$ cat src/rtl/branch_resolve_unit_pkg.sv
// Shared pipeline definitions for the ID-stage branch resolution logic.
//   brs_state_e : branch stall FSM encoding
//   FWD_*       : branch forwarding select encodings driven by the forwarding unit
package branch_resolve_unit_pkg;

    typedef enum logic [1:0] {
        IDLE    = 2'd0,
        STALL   = 2'd1,
        RESOLVE = 2'd2
    } brs_state_e;

    localparam logic [1:0] FWD_RF    = 2'b00;
    localparam logic [1:0] FWD_EXMEM = 2'b01;
    localparam logic [1:0] FWD_MEMWB = 2'b10;

endpackage

$ cat src/rtl/branch_operand_mux.sv
// Single-side forwarding mux for a branch compare operand.
//   sel        : forwarding select (00/11 regfile, 01 EX/MEM, 10 MEM/WB)
//   rf_data    : register file read data
//   exmem_data : EX/MEM ALU result
//   memwb_data : MEM/WB write-back value
//   operand    : selected compare operand
module branch_operand_mux
    import branch_resolve_unit_pkg::*;
#(
    parameter int unsigned DATA_W = 32
) (
    input  logic [1:0]        sel,
    input  logic [DATA_W-1:0] rf_data,
    input  logic [DATA_W-1:0] exmem_data,
    input  logic [DATA_W-1:0] memwb_data,
    output logic [DATA_W-1:0] operand
);

    always_comb begin
        operand = rf_data;
        unique case (sel)
            FWD_EXMEM: operand = exmem_data;
            FWD_MEMWB: operand = memwb_data;
            // Unused encoding 11 falls back to the register file, same as FWD_RF.
            default:   operand = rf_data;
        endcase
    end

endmodule

$ cat src/rtl/branch_resolve_unit.sv
// ID-stage branch resolution: forwarded operand compare (beq/bne), target
// computation, pcSrc/flush generation, stall FSM for hazards forwarding cannot
// cover, and saturating branch/taken performance counters.
//   clk, rst                   : clock, synchronous active-high reset
//   IFID_*                     : branch instruction in ID
//   rsData, rtData             : register file read data
//   branchFWDA, branchFWDB     : forwarding selects per operand
//   EXMEM_aluOut, MEMWB_writeData : forwarded values
//   IDEX_*, EXMEM_*            : producer info for hazard detection
//   stall, pcSrc, flush        : pipeline control
//   branchTarget               : pc4 + (sext(imm) << 2)
//   branchCount, takenCount    : saturating performance counters
module branch_resolve_unit
    import branch_resolve_unit_pkg::*;
#(
    parameter int unsigned DATA_W    = 32,
    parameter int unsigned REG_W     = 5,
    parameter int unsigned MAX_STALL = 2,
    parameter int unsigned CNT_W     = 16
) (
    input  logic              clk,
    input  logic              rst,
    input  logic              IFID_valid,
    input  logic              IFID_isBranch,
    input  logic              IFID_bne,
    input  logic [DATA_W-1:0] IFID_pc4,
    input  logic [15:0]       IFID_imm,
    input  logic [REG_W-1:0]  IFID_rs,
    input  logic [REG_W-1:0]  IFID_rt,
    input  logic [DATA_W-1:0] rsData,
    input  logic [DATA_W-1:0] rtData,
    input  logic [1:0]        branchFWDA,
    input  logic [1:0]        branchFWDB,
    input  logic [DATA_W-1:0] EXMEM_aluOut,
    input  logic [DATA_W-1:0] MEMWB_writeData,
    input  logic [REG_W-1:0]  IDEX_rd,
    input  logic              IDEX_regWrite,
    input  logic              IDEX_memRead,
    input  logic [REG_W-1:0]  EXMEM_rd,
    input  logic              EXMEM_regWrite,
    input  logic              EXMEM_memRead,
    output logic              stall,
    output logic              pcSrc,
    output logic              flush,
    output logic [DATA_W-1:0] branchTarget,
    output logic [CNT_W-1:0]  branchCount,
    output logic [CNT_W-1:0]  takenCount
);

    localparam int unsigned STALL_W = $clog2(MAX_STALL + 1);

    brs_state_e         state_q, state_d;
    logic [STALL_W-1:0] cnt_q, cnt_d;
    logic [STALL_W-1:0] n_stall;
    logic [DATA_W-1:0]  op_a, op_b;
    logic [DATA_W-1:0]  imm_sext;
    logic               br, taken, resolve;

    function automatic logic reg_match(input logic [REG_W-1:0] r,
                                       input logic [REG_W-1:0] rs,
                                       input logic [REG_W-1:0] rt);
        return (r != '0) && ((r == rs) || (r == rt));
    endfunction

    assign br = IFID_valid & IFID_isBranch;

    branch_operand_mux #(.DATA_W(DATA_W)) u_mux_a (
        .sel        (branchFWDA),
        .rf_data    (rsData),
        .exmem_data (EXMEM_aluOut),
        .memwb_data (MEMWB_writeData),
        .operand    (op_a)
    );

    branch_operand_mux #(.DATA_W(DATA_W)) u_mux_b (
        .sel        (branchFWDB),
        .rf_data    (rtData),
        .exmem_data (EXMEM_aluOut),
        .memwb_data (MEMWB_writeData),
        .operand    (op_b)
    );

    assign taken        = (op_a == op_b) ^ IFID_bne;
    assign imm_sext     = {{(DATA_W-16){IFID_imm[15]}}, IFID_imm};
    assign branchTarget = IFID_pc4 + {imm_sext[DATA_W-3:0], 2'b00};

    // Load in EX needs two bubbles; ALU result in EX or load in MEM needs one.
    always_comb begin
        n_stall = '0;
        if (IDEX_regWrite && IDEX_memRead && reg_match(IDEX_rd, IFID_rs, IFID_rt)) begin
            n_stall = STALL_W'(2);
        end else if ((IDEX_regWrite && !IDEX_memRead && reg_match(IDEX_rd, IFID_rs, IFID_rt)) ||
                     (EXMEM_regWrite && EXMEM_memRead &&
                      reg_match(EXMEM_rd, IFID_rs, IFID_rt))) begin
            n_stall = STALL_W'(1);
        end
    end

    always_comb begin
        state_d = state_q;
        cnt_d   = cnt_q;
        stall   = 1'b0;
        resolve = 1'b0;
        if (rst) begin
            state_d = IDLE;
            cnt_d   = '0;
        end else begin
            unique case (state_q)
                IDLE: begin
                    if (br) begin
                        if (n_stall == '0) begin
                            resolve = 1'b1;
                        end else begin
                            stall   = 1'b1;
                            cnt_d   = n_stall - STALL_W'(1);
                            state_d = (n_stall == STALL_W'(1)) ? RESOLVE : STALL;
                        end
                    end
                end
                STALL: begin
                    if (!IFID_valid) begin
                        state_d = IDLE;
                        cnt_d   = '0;
                    end else begin
                        stall = 1'b1;
                        cnt_d = cnt_q - STALL_W'(1);
                        if (cnt_q == STALL_W'(1)) state_d = RESOLVE;
                    end
                end
                RESOLVE: begin
                    // Operands are not re-checked: the bubbles made forwarding valid.
                    state_d = IDLE;
                    resolve = IFID_valid;
                end
                default: begin
                    state_d = IDLE;
                    cnt_d   = '0;
                end
            endcase
        end
    end

    assign pcSrc = resolve & taken;
    assign flush = pcSrc;

    always_ff @(posedge clk) begin
        if (rst) begin
            state_q     <= IDLE;
            cnt_q       <= '0;
            branchCount <= '0;
            takenCount  <= '0;
        end else begin
            state_q <= state_d;
            cnt_q   <= cnt_d;
            if (resolve && (branchCount != '1)) branchCount <= branchCount + CNT_W'(1);
            if (resolve && taken && (takenCount != '1)) takenCount <= takenCount + CNT_W'(1);
        end
    end

endmodule

$ cat config.mk
export PLATFORM = sky130hd
export DESIGN_NAME = branch_resolve_unit
export DESIGN_NICKNAME = d
export VERILOG_FILES = /design/src/rtl/branch_resolve_unit_pkg.sv /design/src/rtl/branch_operand_mux.sv /design/src/rtl/branch_resolve_unit.sv
export SDC_FILE = /design/constraint.sdc
export NUM_CORES = 1
export LEC_CHECK = 0
export BUFFER_PORTS_ARGS = -buffer_cell sky130_fd_sc_hd__buf_2
export CAP_MARGIN = 25
export CORE_MARGIN = 10
export CORE_UTILIZATION = 48
export DETAILED_ROUTE_END_ITERATION = 10
export GPL_ROUTABILITY_DRIVEN = 0
export PLACE_DENSITY = 0.81
export SYNTH_ARGS = -nofsm -noshare
export SYNTH_HDL_FRONTEND = slang
export SYNTH_SLANG_ARGS = --single-unit
export TNS_END_PERCENT = 5
$ cat constraint.sdc
create_clock -name clk -period 5.8 [get_ports clk]
set_input_delay 1.45 -clock clk [delete_from_list [all_inputs] [get_ports clk]]
set_output_delay 1.45 -clock clk [all_outputs]
set_load 0.02 [all_outputs]
---- Yosys cells after proc, flatten, opt, wreduce, memory -nomap -nowiden ----
Index checks and enable logic that the tools add are counted.
W data, S select, Z words.
cells by class
  equality and inequality tests ........... 18
  add/subtract/negate cells ............... 5
  bitwise operators ....................... 4
  reductions and logical operators ........ 21
  mux-type cells .......................... 23
operators with widths
  operator                 count
  $pmux W32 S2             2
  $add A16 B1 Y16 const B  2
  $add A32 B32 Y32         1
  $eq A32 B32 Y1           1
  $ne A16 B16 Y1 const B   2
  $eq A5 B5 Y1             4
  $mux W2                  9
  $logic_and A1 B1 Y1      11
  $eq A2 B1 Y1 const B     5
  $reduce_bool A5 Y1       2
  $mux W1                  8
  $eq A2 B2 Y1 const B     3
  $pmux W2 S3              1
  $reduce_and A3 Y1        2
  $logic_not A2 Y1         2
  $ne A2 B2 Y1 const B     2
  $pmux W1 S2              2
  $pmux W2 S2              1
  $sub A2 B1 Y2 const B    2
  $logic_or A1 B1 Y1       3
  $ne A3 B3 Y1 const B     1
  $and A1 B1 Y1            2
  $logic_not A1 Y1         1
  $not A1 Y1               1
  $xor A1 B1 Y1            1
word-level totals
  input bits .............................. 209
  register bits ........................... 36
  output and inout port bits .............. 67
  word-level logic and storage cells ...... 75

---- Depth between registers and ports, before layout ----
Gate-level depths: netlist of the first run.
  depth after elaboration ................. 14
  mapped depth ............................ 14
  mapped depth without buffers ............ 11

---- Hierarchy ----
Synthesis of the first run repeated with hierarchy kept, for this count alone.
unflattened totals
  cells, all modules ...................... 684
  area, all modules ....................... 4,962.3 um^2
by module, submodules not included
  module               times used  area an instance (um^2)  seq. area each (um^2)  cells an instance
  branch_resolve_unit  1           3,688.5                  720.7                  458
  branch_operand_mux   2           636.9                    0.0                    113

---- Least setup slack after synthesis of the first run ----
Ideal clock, no wire load.
  kind .................................... input -> output
  from .................................... input port IFID_pc4[2]
  to ...................................... output port branchTarget[30]
  data required time ...................... 4,350 ps
  data arrival time ....................... 4,180 ps
  path buffers ............................ 0
  stages .................................. 11
  setup slack ............................. 170 ps
  cell sequence ........................... ha_1 -> inv_1 -> fa_1 -> nor2b_1 -> o21a_1 -> o211ai_1 -> a21oi_1 -> o21ai_0 -> a31oi_1 -> nor4_1 -> a2111oi_0
between the ends
  longest elaborated chain between the ends .. 1
RTL lines
  element             RTL line                   source
  start: declaration  branch_resolve_unit.sv:26  input logic [DATA_W-1:0] IFID_pc4,
  $add A32 B32 Y32    branch_resolve_unit.sv:85  assign branchTarget = IFID_pc4 + {imm_sext[DATA_W-3:0], 2'b00};
  end: declaration    branch_resolve_unit.sv:45  output logic [DATA_W-1:0] branchTarget,
Every way passes these cells.

---- Worst setup path after layout of the first run ----
  from .................................... input port branchFWDB[0]
  to ...................................... output port pcSrc
between the ends
  longest elaborated chain between the ends .. 5
  elaborated cells on any way between the ends .. 6
  classes of those cells .................. eq/ne (3); mux (1); bitwise (2)
RTL lines
  element                                              RTL line                    source
  start: declaration                                   branch_resolve_unit.sv:33   input logic [1:0] branchFWDB,
  $eq A2 B2 Y1 / $eq A2 B1 Y1 (equally long branches)  branch_operand_mux.sv:21    unique case (sel)
  $pmux W32 S2 *                                       branch_operand_mux.sv:21
  $eq A32 B32 Y1 *                                     branch_resolve_unit.sv:83   assign taken = (op_a == op_b) ^ IFID_bne;
  $xor A1 B1 Y1 *                                      branch_resolve_unit.sv:83
  $and A1 B1 Y1 *                                      branch_resolve_unit.sv:143  assign pcSrc = resolve & taken;
  end: declaration                                     branch_resolve_unit.sv:43   output logic pcSrc,
Every way passes the cells marked *; elsewhere a longest branch is shown, timed or not.

==> results.toml, run 1 <==
[run_status]
status = "finished, final reports clean"

[grt]
grt.overflow.total = 0
grt_max_degree = 65
antenna_found_initial = 1
grt_pass1_wl_um = 31300
track_usage_pct = 22.4
grt_pass1_vias = 6510

[yosys]
synth_top_area_share_pct = 13.2
synth_seq_cells = 36
syn_inst = 728
synth_warnings = 0
yosysMostFrequentCell = "nor2b_1"
synth_nets = 974
synth_flop_cell = "dfxtp_1"
seq_area_frac_synth_pct = 13.2
syn-mean-instance-area_sq_um = 7.49
synth_edf_count = 0
synth_top_area_cell = "dfxtp_1"
yosys-top-cells-count = "nor2b_1 (68), a221oi_1 (65), xnor2_1 (52)"
async_flop_share_pct = 0
synth_area_leaders = "dfxtp_1 (13%), a221oi_1 (10%), xnor2_1 (8.4%)"
synth_cell_types = 59
synthesis.area_sq_um = 5450

[drt]
drt-pass1-iter-count = 5
postRouteAntennaNets = 0
drc = 0
drt_iter0_markers = 657
drt-wirelength-per-cell_um = 17.6
vias = 6816
routed_wl_um = 19700
post_drt_via_cell_ratio = 6.12

[die]
fp-row-count = 38
initial_core_util_pct = 49.7
num_io_pins = 276
die-area_sq_um = 16000
chipHeight_um = 127
die_w_um = 127
core_area_sq_um = 11000

[clock_network]
cts_hold_buf = 0
clk_pin_slew_ps = 50
cts_made_buffers = 5
tritoncts = "built"
clkLatencyLatePin_ps = 280
clock-sinks = 36
clk_path_buf_depth = 2
cts.htree.levels = 2
cts_root_buf = "clkbuf_16"

[timing]
rsz0062_at_grt = "false"
setup_violations = 0
max_freq_mhz = 177
slew_viol_final = 0
fin_crit_sh_pct = 97.4
setup_tns_ps = 0
relSlewSlack_pct = 61.2
min_period_ps = 5650
hold_viol_final = 0
worst_pin_slew_ps = 580
worst_clock_skew_ps = 4.78

[final_layout]
drive_gt1_share_pct = 30.6
nets = 1218
final_core_util_pct = 64.3
syn_to_final_growth_pct = 29.4

[critical_path]
path_class = "primary input to primary output"
cp_data_arrival_time_ps = 4200
end_kind = "primary output"
reg2reg_to = "takenCount[14]"
startpoint_type = "primary input"
timing.rr.start = "takenCount[0]"
ff2ff_setup_slack_ps = 3380
reg2reg_depth = 8
startpoint = "branchFWDB[0]"
critPathCapture = "pcSrc"
cp.required_ps = 4350
path_max_fanout = 64

[run]
maxCapViolCount = 0

[pwr]
p_per_area_nw_per_um2 = 159
irDropWorstVdd_mv = 0.197
intPower_mw = 0.689
p_sw_mw = 0.435
p_clk_share_pct = 23.4
pwr-share-comb_pct = 54.4
switching_share_pct = 38.7
p_leak_nw = 3.04
pwr-share-seq_pct = 22.3

[worst_hold_path]
hold_path_class = "flop to flop"

[placed_design]
place_hpwl_um = 15800
io_buffers = 271
[worst min path at each step]
stage | cells after the start | endpoint | startpoint | slack [ps]
2_1_floorplan | 2 | cnt_q[1] | cnt_q[1] | 480
3_3_place_gp | 2 | takenCount[9] | takenCount[9] | 480
3_5_place_dp | 2 | takenCount[9] | takenCount[9] | 480
4_1_cts | 2 | takenCount[9] | takenCount[9] | 490
5_1_grt | 2 | takenCount[9] | takenCount[9] | 520
6_report | 2 | takenCount[9] | takenCount[9] | 490
[power groups by stage]
stage | Clock (mW) | Sequential, mW | Combinational (mW)
final | 0.263 | 0.250 | 0.611
after global routing | 0.276 | 0.250 | 0.672
after CTS | 0.268 | 0.250 | 0.604
after detailed placement | 0 | 0.255 | 0.600
after global placement | 0 | 0.255 | 0.595
after floorplan | 0 | 0.256 | 0.408
[repair_timing]
item / 4_1_cts / 5_1_grt
setup buffers: 0 / 0
resized for setup: 0 / 4
setup endpoints to repair: 0 / 3
[metal layers]
layer | vias up | routed length (um) | GRT usage (%) | share of wire, %
li1 | 3353 | - | - | -
met1 | 3110 | 7760 | 26.9 | 39
met2 | 312 | 9520 | 38.5 | 48
met3 | 41 | 1840 | 5.04 | 9.3
met4 | 0 | 543 | 6.97 | 2.8
met5 | - | 0 | 0 | 0
[worst max-delay path: stages]
cell and delay (ps):
buf_2 90, inv_1 40, ha_1 320, buf_12 200, nor2b_1 170, or4_1 520
a22oi_1 230, nand4_1 200, nor4_4 480, xnor2_2 140, nor2_1 140, buf_2 190
[placed cells by master, fill, tap and decap left out, drive strengths merged, types with 9 or more instances in the layout]
cell type,Yosys,final
buf,27,281
nor2b,68,68
a221oi,65,65
xnor2,52,52
nor2,41,41
a21oi,40,40
ha,36,36
dfxtp,36,36
o22ai,34,34
or4,33,33
nand2,32,32
inv,27,27
o21ai,23,23
nand3,23,23
a22oi,18,18
nor3,15,15
or3,13,13
nor4,13,13
a21o,11,11
nand4,9,9
[cell families (layout without fill, tap and decap cells)]
logic type	count (synthesis)	count (layout)	synth area share (%)
muxes	8	8	1.49
xor gates and xnor gates	58	58	9.31
adders and majority gates	37	37	8.63
and+or+nand+nor	275	275	29.0
DFF	36	36	13.2
AOI/OAI and AO/OA	243	243	32.0
other	0	1	0
buffers and inverters	71	316	6.42
[final cells by class]
cell class	instances	area, sq um
fillers	994	3920
multi-input cells	621	4410
clock buffers	8	146
well taps	140	175
repair buffers	281	1510
inverters	27	101
diodes	1	2.50
flip-flops and latches	36	721
[per-stage QoR]
stage / setup WS (ps) / instances / power, mW / hold WS, ps / instance area (sq um)
floorplan: 170 / 728 / 0.664 / 477 / 5450
global placement: 134 / 1105 / 0.850 / 478 / 6890
detailed placement: 82.6 / 1105 / 0.856 / 481 / 6890
CTS: 70.1 / 1113 / 1.12 / 489 / 7030
global route: 15.7 / 1114 / 1.20 / 518 / 7060
finish: 150 / 1114 / 1.12 / 488 / 7060
[sequential cells by signal (all words and copies together), names as in the netlist]
signal	flops
branchCount	16
state_q	2
cnt_q	2
takenCount	16
(Power assumes the default switching activity.)
==> inputs of run 2 (changes only) <==
Settings changed: SETUP_SLACK_MARGIN set to 0.4.
==> run 2 against run 1 <==
Compared with the run above: via count increased by 2.9%; non-clock buffer count grew 9; global-route usage increased by 1.4 points; first-iteration DRC count up 5.3%; sequential share of layout area decreased by 0.39 points; register-to-register slack worse by 50 ps.
==> results.toml, run 2 (synthesized netlist as in run 1, its figures left out) <==
[clock_network]
clock-sinks = 36
cts_made_buffers = 5
tritoncts = "built"
cts.htree.levels = 2
clkLatencyLatePin_ps = 280
cts_root_buf = "clkbuf_16"
clk_path_buf_depth = 2
clk_pin_slew_ps = 50

[run]
maxCapViolCount = 0

[die]
die_w_um = 127
num_io_pins = 276
die-area_sq_um = 16000
fp-row-count = 38
initial_core_util_pct = 49.7
core_area_sq_um = 11000
chipHeight_um = 127

[timing]
worst_clock_skew_ps = 3.32
setup_violations = 0
relSlewSlack_pct = 56.7
hold_slack_ps = 495
hold_viol_final = 0
rsz0062_at_grt = "true"
min_period_ps = 5480
max_freq_mhz = 182
worst_pin_slew_ps = 648
slew_viol_final = 0
fin_crit_sh_pct = 94.5
setup_tns_ps = 0

[run_status]
status = "finished, final reports clean"

[pwr]
pwr-share-comb_pct = 57.2
pwr-share-seq_pct = 21.3
irDropWorstVdd_mv = 0.217
switching_share_pct = 39.8
p_leak_nw = 3.14
intPower_mw = 0.707
p_per_area_nw_per_um2 = 160
p_clk_share_pct = 21.5
p_sw_mw = 0.467

[grt]
grt_pass1_vias = 6871
antenna_found_initial = 0
grt.overflow.total = 0
track_usage_pct = 23.8
grt_max_degree = 37
grt_pass1_wl_um = 33000

[final_layout]
reg.largest.list = "branchCount (16), takenCount (16)"
syn_to_final_growth_pct = 34.6
final_cell_mix = "buf_2 (269), nor2b_1 (68), a221oi_1 (65)"
mostFrequentLayoutCell = "buf_2"
nets = 1227
n_antenna_cell = 0
final_area_sq_um = 7340
drive_gt1_share_pct = 32.8

[drt]
routed_wl_um = 21200
post_drt_via_cell_ratio = 6.26
drt-pass1-iter-count = 5
vias = 7015
drt_iter0_markers = 692
drt-wirelength-per-cell_um = 18.9
postRouteAntennaNets = 0
drc = 0

[critical_path]
path_class = "primary input to primary output"
path_max_fanout = 8
end_kind = "primary output"
cp.required_ps = 4350
startpoint_type = "primary input"
cp_data_arrival_time_ps = 4030

[worst_hold_path]
hold_path_class = "flop to flop"

[placed_design]
dpl_cell_area_sq_um = 6890
io_buffers = 271
place_hpwl_um = 15900
==> run 2: worst paths after layout <==
path            startpoint        endpoint  slack [ps]  cells past startpoint
max          branchFWDB[0]           flush         320                     13
max reg2reg  takenCount[0]  takenCount[14]        3330                      8
min          takenCount[9]   takenCount[9]         490                      2
min reg2reg  takenCount[9]   takenCount[9]         490                      2
==> run 2: layer usage <==
metal	wire length, um	GRT usage [%]	vias to the layer above
met5	0	0	-
met3	2170	5.87	82
met2	10200	41.1	402
met4	891	10.1	0
li1	-	-	3375
met1	7880	27.3	3156
==> run 2: critical path: stages <==
cell	delay, ps
buf_2	100
inv_2	40
ha_4	300
bufbuf_16	290
nor2b_1	140
or4_1	530
a22oi_2	180
nand4_1	200
nor4_4	240
buf_4	190
xnor2_4	140
nor2_4	60
buf_6	150
==> run 2: repair_timing <==
item | CTS | global route
hold buffers | 0 | 0
pin swaps | 11 | 5
endpoints found under the setup margin | 3 | 10
buffers inserted | 1 | 1
hold endpoints to repair | 0 | 0
cloned | 5 | 0
resized for setup | 20 | 15
==> run 2: per-stage QoR <==
step           setup slack (ps)  instances  power [mW]  util, %
2_1_floorplan               340        728       0.665        -
3_3_place_gp                211       1107       0.852     62.7
3_5_place_dp                220       1107       0.859     62.7
4_1_cts                     325       1120        1.15     66.1
5_1_grt                     227       1121        1.24     66.8
6_report                    317       1121        1.17     66.8
==> run 2: final cells by class <==
class / instances / area [sq um]
multi-input combinational: 621 / 4510
clock inverter: 1 / 5.00
inverter: 27 / 101
clock buffer: 6 / 129
sequential: 36 / 721
tap: 140 / 175
timing repair buffer: 290 / 1700
fill: 958 / 3640
==> run 2: power by group through the flow <==
stage	Combinational [mW]	Sequential (mW)	Clock (mW)
after global placement	0.596	0.255	0
after detailed placement	0.603	0.255	0
final	0.671	0.250	0.253
after floorplan	0.408	0.256	0
after global routing	0.727	0.250	0.263
after CTS	0.648	0.250	0.253
